[config.mk]
export PLATFORM = sky130hd
export DESIGN_NAME = pkt_ch_parser
export DESIGN_NICKNAME = d
export VERILOG_FILES = /design/src/rtl/pkt_ch_parser.sv
export SDC_FILE = /design/constraint.sdc
export NUM_CORES = 1
export LEC_CHECK = 0
export ABC_CLOCK_PERIOD_IN_PS = 10400
export CAP_MARGIN = 20
export CORE_MARGIN = 1
export CORE_UTILIZATION = 40
export CTS_CLUSTER_SIZE = 8
export DETAILED_ROUTE_END_ITERATION = 8
export HOLD_SLACK_MARGIN = 0.1
export PLACE_DENSITY_LB_ADDON = 0.25
export SLEW_MARGIN = 40
export SYNTH_ARGS = -nofsm -noshare
export SYNTH_HDL_FRONTEND = slang
export SYNTH_SLANG_ARGS = --single-unit
[constraint.sdc]
create_clock -name clk -period 10.4 [get_ports clk]
set_clock_uncertainty 0.2 [all_clocks]
set_input_delay 2.6 -clock clk [delete_from_list [all_inputs] [get_ports clk]]
set_output_delay 2.6 -clock clk [all_outputs]
set_load 0.1 [all_outputs]
[src/rtl/pkt_ch_parser.sv]
// Packet parser for heartbeat / CH-advertisement frames fetched from packet memory.
// Optional trailer checksum (XOR of all preceding bytes) enabled by `define PKT_CHECKSUM_EN.
module pkt_ch_parser (
  input  logic        clk,
  input  logic        nrst,
  input  logic        start,
  input  logic [10:0] base_addr,
  output logic [10:0] mem_addr,
  output logic        mem_ren,
  input  logic [7:0]  mem_rdata,
  output logic        busy,
  output logic        done,
  output logic        err,
  output logic        HB_reset,
  output logic [15:0] HB_CHlimit,
  output logic        en_KCH,
  output logic [15:0] fCH_ID,
  output logic [15:0] fCH_Hops,
  output logic [15:0] fCH_QValue
);

`ifdef PKT_CHECKSUM_EN
  localparam logic [3:0] TRAILER = 4'd1;
`else
  localparam logic [3:0] TRAILER = 4'd0;
`endif
  localparam logic [7:0] TYPE_HB  = 8'h01;
  localparam logic [7:0] TYPE_ADV = 8'h02;
  localparam logic [3:0] LEN_HB   = 4'd3 + TRAILER;
  localparam logic [3:0] LEN_ADV  = 4'd7 + TRAILER;

  typedef enum logic [1:0] {IDLE, FETCH, COMMIT, REJECT} state_t;

  state_t      state, state_nxt;
  logic [10:0] base_q;
  logic [3:0]  cnt;
  logic [7:0]  type_q;
  logic [47:0] shreg;
  logic [7:0]  csum;

  logic [3:0]  pkt_len;
  logic [3:0]  byte_idx;
  logic        capture;
  logic        last_byte;
  logic        type_bad;
  logic        sum_bad;
  logic        commit_now;
  logic [47:0] payload;

  // cnt counts cycles since the start edge: address cnt is issued in cycle cnt,
  // and the byte requested one cycle earlier (index cnt-1) arrives on mem_rdata.
  always_comb begin
    pkt_len   = (type_q == TYPE_ADV) ? LEN_ADV : LEN_HB;
    capture   = (state == FETCH) && (cnt != 4'd0);
    byte_idx  = cnt - 4'd1;
    type_bad  = capture && (byte_idx == 4'd0) &&
                (mem_rdata != TYPE_HB) && (mem_rdata != TYPE_ADV);
    last_byte = capture && (byte_idx != 4'd0) && (byte_idx == pkt_len - 4'd1);
`ifdef PKT_CHECKSUM_EN
    sum_bad   = last_byte && (csum != mem_rdata);
    payload   = shreg;
`else
    sum_bad   = 1'b0;
    payload   = {shreg[39:0], mem_rdata};
`endif
    commit_now = last_byte && !sum_bad;
  end

  always_ff @(posedge clk or posedge nrst) begin
    if (nrst) state <= IDLE;
    else      state <= state_nxt;
  end

  always_comb begin
    state_nxt = state;
    case (state)
      IDLE:    if (start) state_nxt = FETCH;
      FETCH: begin
        if (type_bad || sum_bad) state_nxt = REJECT;
        else if (commit_now)     state_nxt = COMMIT;
      end
      COMMIT:  state_nxt = IDLE;
      REJECT:  state_nxt = IDLE;
      default: state_nxt = IDLE;
    endcase
  end

  // Type byte is guaranteed captured before pkt_len can matter (every packet is >= 3 bytes).
  always_comb begin
    busy     = (state != IDLE);
    mem_ren  = (state == FETCH) && (cnt < pkt_len);
    mem_addr = base_q + {7'd0, cnt};
    done     = (state == COMMIT);
    err      = (state == REJECT);
    HB_reset = done && (type_q == TYPE_HB);
    en_KCH   = done && (type_q == TYPE_ADV);
  end

  always_ff @(posedge clk or posedge nrst) begin
    if (nrst) begin
      base_q <= 11'd0;
      cnt    <= 4'd0;
      type_q <= 8'd0;
      shreg  <= 48'd0;
      csum   <= 8'd0;
    end else begin
      if (state == FETCH) begin
        cnt <= cnt + 4'd1;
        if (capture) begin
          shreg <= {shreg[39:0], mem_rdata};
          csum  <= csum ^ mem_rdata;
          if (byte_idx == 4'd0) type_q <= mem_rdata;
        end
      end else begin
        cnt <= 4'd0;
        if (state == IDLE && start) begin
          base_q <= base_addr;
          csum   <= 8'd0;
        end
      end
    end
  end

  // Visible fields only move at the commit edge; the other packet type's fields hold.
  always_ff @(posedge clk or posedge nrst) begin
    if (nrst) begin
      HB_CHlimit <= 16'h0000;
      fCH_ID     <= 16'h0000;
      fCH_Hops   <= 16'hFFFF;
      fCH_QValue <= 16'h0000;
    end else if (commit_now) begin
      if (type_q == TYPE_HB) HB_CHlimit <= payload[15:0];
      else {fCH_ID, fCH_Hops, fCH_QValue} <= payload;
    end
  end

endmodule

==> run summary <==
The flow ran to the end, and the final reports show no timing, DRC or antenna violations. Clock tree synthesis selected as its root buffer the cell clkbuf_16. In this run the post-CTS setup repair buffer count came out at 0.

dfrtp_1 takes more of the synthesized area than any other cell. In this run the cell area of the synthesized design comes to 0.00558 sq mm. The HPWL after detailed placement came out at 7580 um.

The number of clock buffers inserted by TritonCTS came out at 17. The depth of the worst hold-timing path came out at 1. The number of antenna violations at the first check in global routing came out at 0.

The first routing iteration left 250 violations. 103 I/O pins were placed. Among cell families on the critical path, the largest total delay comes from simple AND/OR/NAND/NOR gates. The mean routed wirelength per cell is 16.4 um. The number of nets in the finished design came out at 551. The sum of negative setup slack is 0 ns. The y dimension of the die is 120 um. Static timing analysis puts the maximum clock frequency at 168 MHz. The portion of netlist area occupied by mux cells is 21.2%. Entering global routing, the biggest net connects 78 pins.

The worst hold path belongs to the class register to register. The share of the yosys chip area belonging to registers came out at 58.2%. Traced cell by cell, the critical path runs through nor4_2, and4b_1, inv_1, ha_1, a2111oi_0, buf_2. The most common cell in the synthesized netlist is dfrtp_1.

Once layout is complete, the cells apart from fillers number 708. The tool flagged a number of max-cap violations equal to 0. The final routed DRC violation total came out at 0. The length in cells of the worst reg-to-reg path is 9. The number of search-and-repair iterations in the first detailed-routing pass came out at 4. The critical path buffer and inverter count is 2. The delay of the slowest cell on the worst path came out at 0.72 ns. The area growth from synthesis to final layout came out at 24.0%.

Subtracting the final worst setup slack from the clock period gives 5.97 ns. The placeable core region is 0.0135 sq mm. The worst path uses 57.4% of the clock period. The simple-gate portion of the synthesized area came out at 7.33%.

The total of hold buffers inserted after clock tree synthesis came out at 0. The count of state elements after synthesis is 129. In this run the critical register-to-register path is launched from cnt[1].

Once detail routing completed, the nets flagged for antenna violations numbered 0. For this run, the share of the core covered by cells in the final layout is 51.5%. The worst setup path is launched from a register.

From left edge to right edge, the die measures 120 um. The average instance area after synthesis is 13.4 sq um. The slew at the pin closest to its max-slew limit came out at 0.735 ns. The register-to-register path setup slack is 6.75 ns. The compound-gate portion of the synthesized area is 5.60%. The synthesized-area fraction occupied by xor and xnor cells came out at 2.49%. The worst path required time is 7.60 ns.

The overall via count from detail_route came out at 3,585. The setup path with the least slack is of type register to output pin. The post-cts repair resize count came out at 0.

The post-synthesis net count came out at 448. The initial standard-cell utilization of the core is 41.5%. The number of I/O port buffers came out at 102. Setup repair after global routing left no endpoint under its margin. The total grt overflow came out at 0. The count of placed standard cells including taps is 675.

The total routing usage reported by global routing is 17.4%. The row count came out at 42. The final hold violation count was 0. The insertion delay to the later sink of the worst-skew pair is 0.41 ns.

Routability-driven placement finished with a final weighted congestion of 0.771. The die area came out at 0.0144 sq mm. The capture instance of the worst register-to-register path is fCH_QValue[15]. Summing all placed instances gives a cell area of 0.00635 sq mm.

The hold path startpoint is fCH_QValue[0]. The clock input transition at the sequential cells of the worst setup and hold paths is 0.05 ns. Using the TritonRoute via totals, the vias-per-cell ratio works out to 5.06. TritonCTS built the clock tree. The diode insertion count for antenna repair is 0. The via count of the first global-routing pass is 3,723. The layout filler cell count is 1,229. The worst hold endpoint is fCH_QValue[0]. For this run, asynchronously set or reset flops after synthesis account for 100%. Setup violations remaining at the end of the flow were counted as 0. Summing all non-filler instances in the final layout gives an area of 0.00693 sq mm. By area, the combinational part of the netlist is dominated by multiplexers. Data on the critical path arrives at its endpoint at 3.17 ns. The Yosys warning count came out at 0. By count the netlist is led by 113 x dfrtp_1, 85 x mux2_2, 23 x nand2_1, 20 x mux2_1. The number of levels the H-tree was split into came out at 4. The final count of pins violating max slew came out at 0. Synthesis produced 416 cells. The headroom to the max-slew limit came out at 50.9%. The largest buffer count on any clock path is 2. The area share of the largest cell type after synthesis came out at 50.6%. The number of distinct standard cells referenced by the synthesized netlist is 43.

The endpoint kind of the worst setup timing path is an output pin. For this design, the sink count on the clock tree is 129. Along the worst path, the maximum fanout reaches 19.

The critical path's slowest cell is and4b_1. The most frequently used flop master after synthesis is dfrtp_1. The number of enable flip-flop cells after synthesis is 0. The sum of routed wire length over all layers came out at 11,600 um. By area the synthesized netlist is led by dfrtp_1 51%, mux2_2 17%, dfstp_2 7.5%.

The arithmetic-cell share of the synthesized area counting full adders, half adders and majority gates came out at 2.38%. The fraction of final layout cells with drive strength greater than 1 is 42.3%. The first global-routing pass estimated 19,100 um of wire.
-- area by class of cell --
type,count,area [sq um],area share (%)
timing repair buffer,107,653,9.43
inverter,12,50.0,0.723
tap,176,220,3.18
clock buffer,23,488,7.05
clock inverter,9,81.3,1.17
sequential,129,3250,46.9
multi-input combinational,252,2180,31.5
-- sequential cells by signal (all words and copies together), names as in the netlist --
signal / cells
HB_CHlimit: 16
base_q: 11
cnt: 4
fCH_Hops: 16
fCH_ID: 16
fCH_QValue: 16
shreg: 40
state: 2
type_q: 8
-- cells by family (layout without fill, tap and decap cells) --
family,after synthesis,count (layout)
muxes,105,105
buffers and inverters,35,151
and+or+nand+nor,79,79
xor gates and xnor gates,15,15
DFF,129,129
adders and majority gates,10,10
AOI/OAI and AO/OA,43,43
-- per-layer routing --
metal	wire length (um)	part of all wire, %	GRT usage [%]
met1	5210	45	21.8
met2	5570	48	27.7
met3	596	5.1	5.23
met4	215	1.9	7.50
met5	0	0	0
-- cell usage in the layout, fill, tap and decap left out, drive strengths merged, types with 2 or more instances in the layout --
| cell | netlist | routed |
|---|---|---|
| a21o | 17 | 17 |
| buf | 13 | 86 |
| clkbuf | 10 | 23 |
| clkdlybuf4s50 | 0 | 21 |
| clkinv | 0 | 4 |
| clkinvlp | 0 | 3 |
| dfrtp | 113 | 113 |
| dfstp | 16 | 16 |
| ha | 9 | 9 |
| inv | 12 | 13 |
| mux2 | 105 | 105 |
| nand2 | 23 | 23 |
| nand2b | 2 | 2 |
| nand3 | 18 | 18 |
| nand4 | 3 | 3 |
| nor2 | 19 | 19 |
| nor2b | 2 | 2 |
| nor3b | 2 | 2 |
| nor4 | 2 | 2 |
| o21ai | 3 | 3 |
| o31ai | 18 | 18 |
| xnor2 | 11 | 11 |
| xor2 | 4 | 4 |
-- stage by stage --
| step | setup slack, ns | hold WS, ns |
|---|---|---|
| detailed placement | 4.85 | 0.269 |
| finish | 4.43 | 0.283 |
| floorplan | 1.26 | 0.275 |
| global route | 4.24 | 0.304 |
| CTS | 4.38 | 0.286 |
| global placement | 4.17 | 0.271 |
-- how the worst max path moves through the flow --
stage	from	endpoint	slack, ns	cells past startpoint
detailed placement	type_q[3]	mem_ren	4.85	6
finish	type_q[3]	mem_ren	4.43	6
global placement	type_q[3]	mem_ren	4.17	6
floorplan	type_q[3]	mem_ren	1.26	7
global route	type_q[3]	mem_ren	4.24	6
CTS	type_q[3]	mem_ren	4.38	6
Power is left out: the tool's default activity adds up to more than one toggle a clock period on the data nets, which glitch-free logic cannot reach.
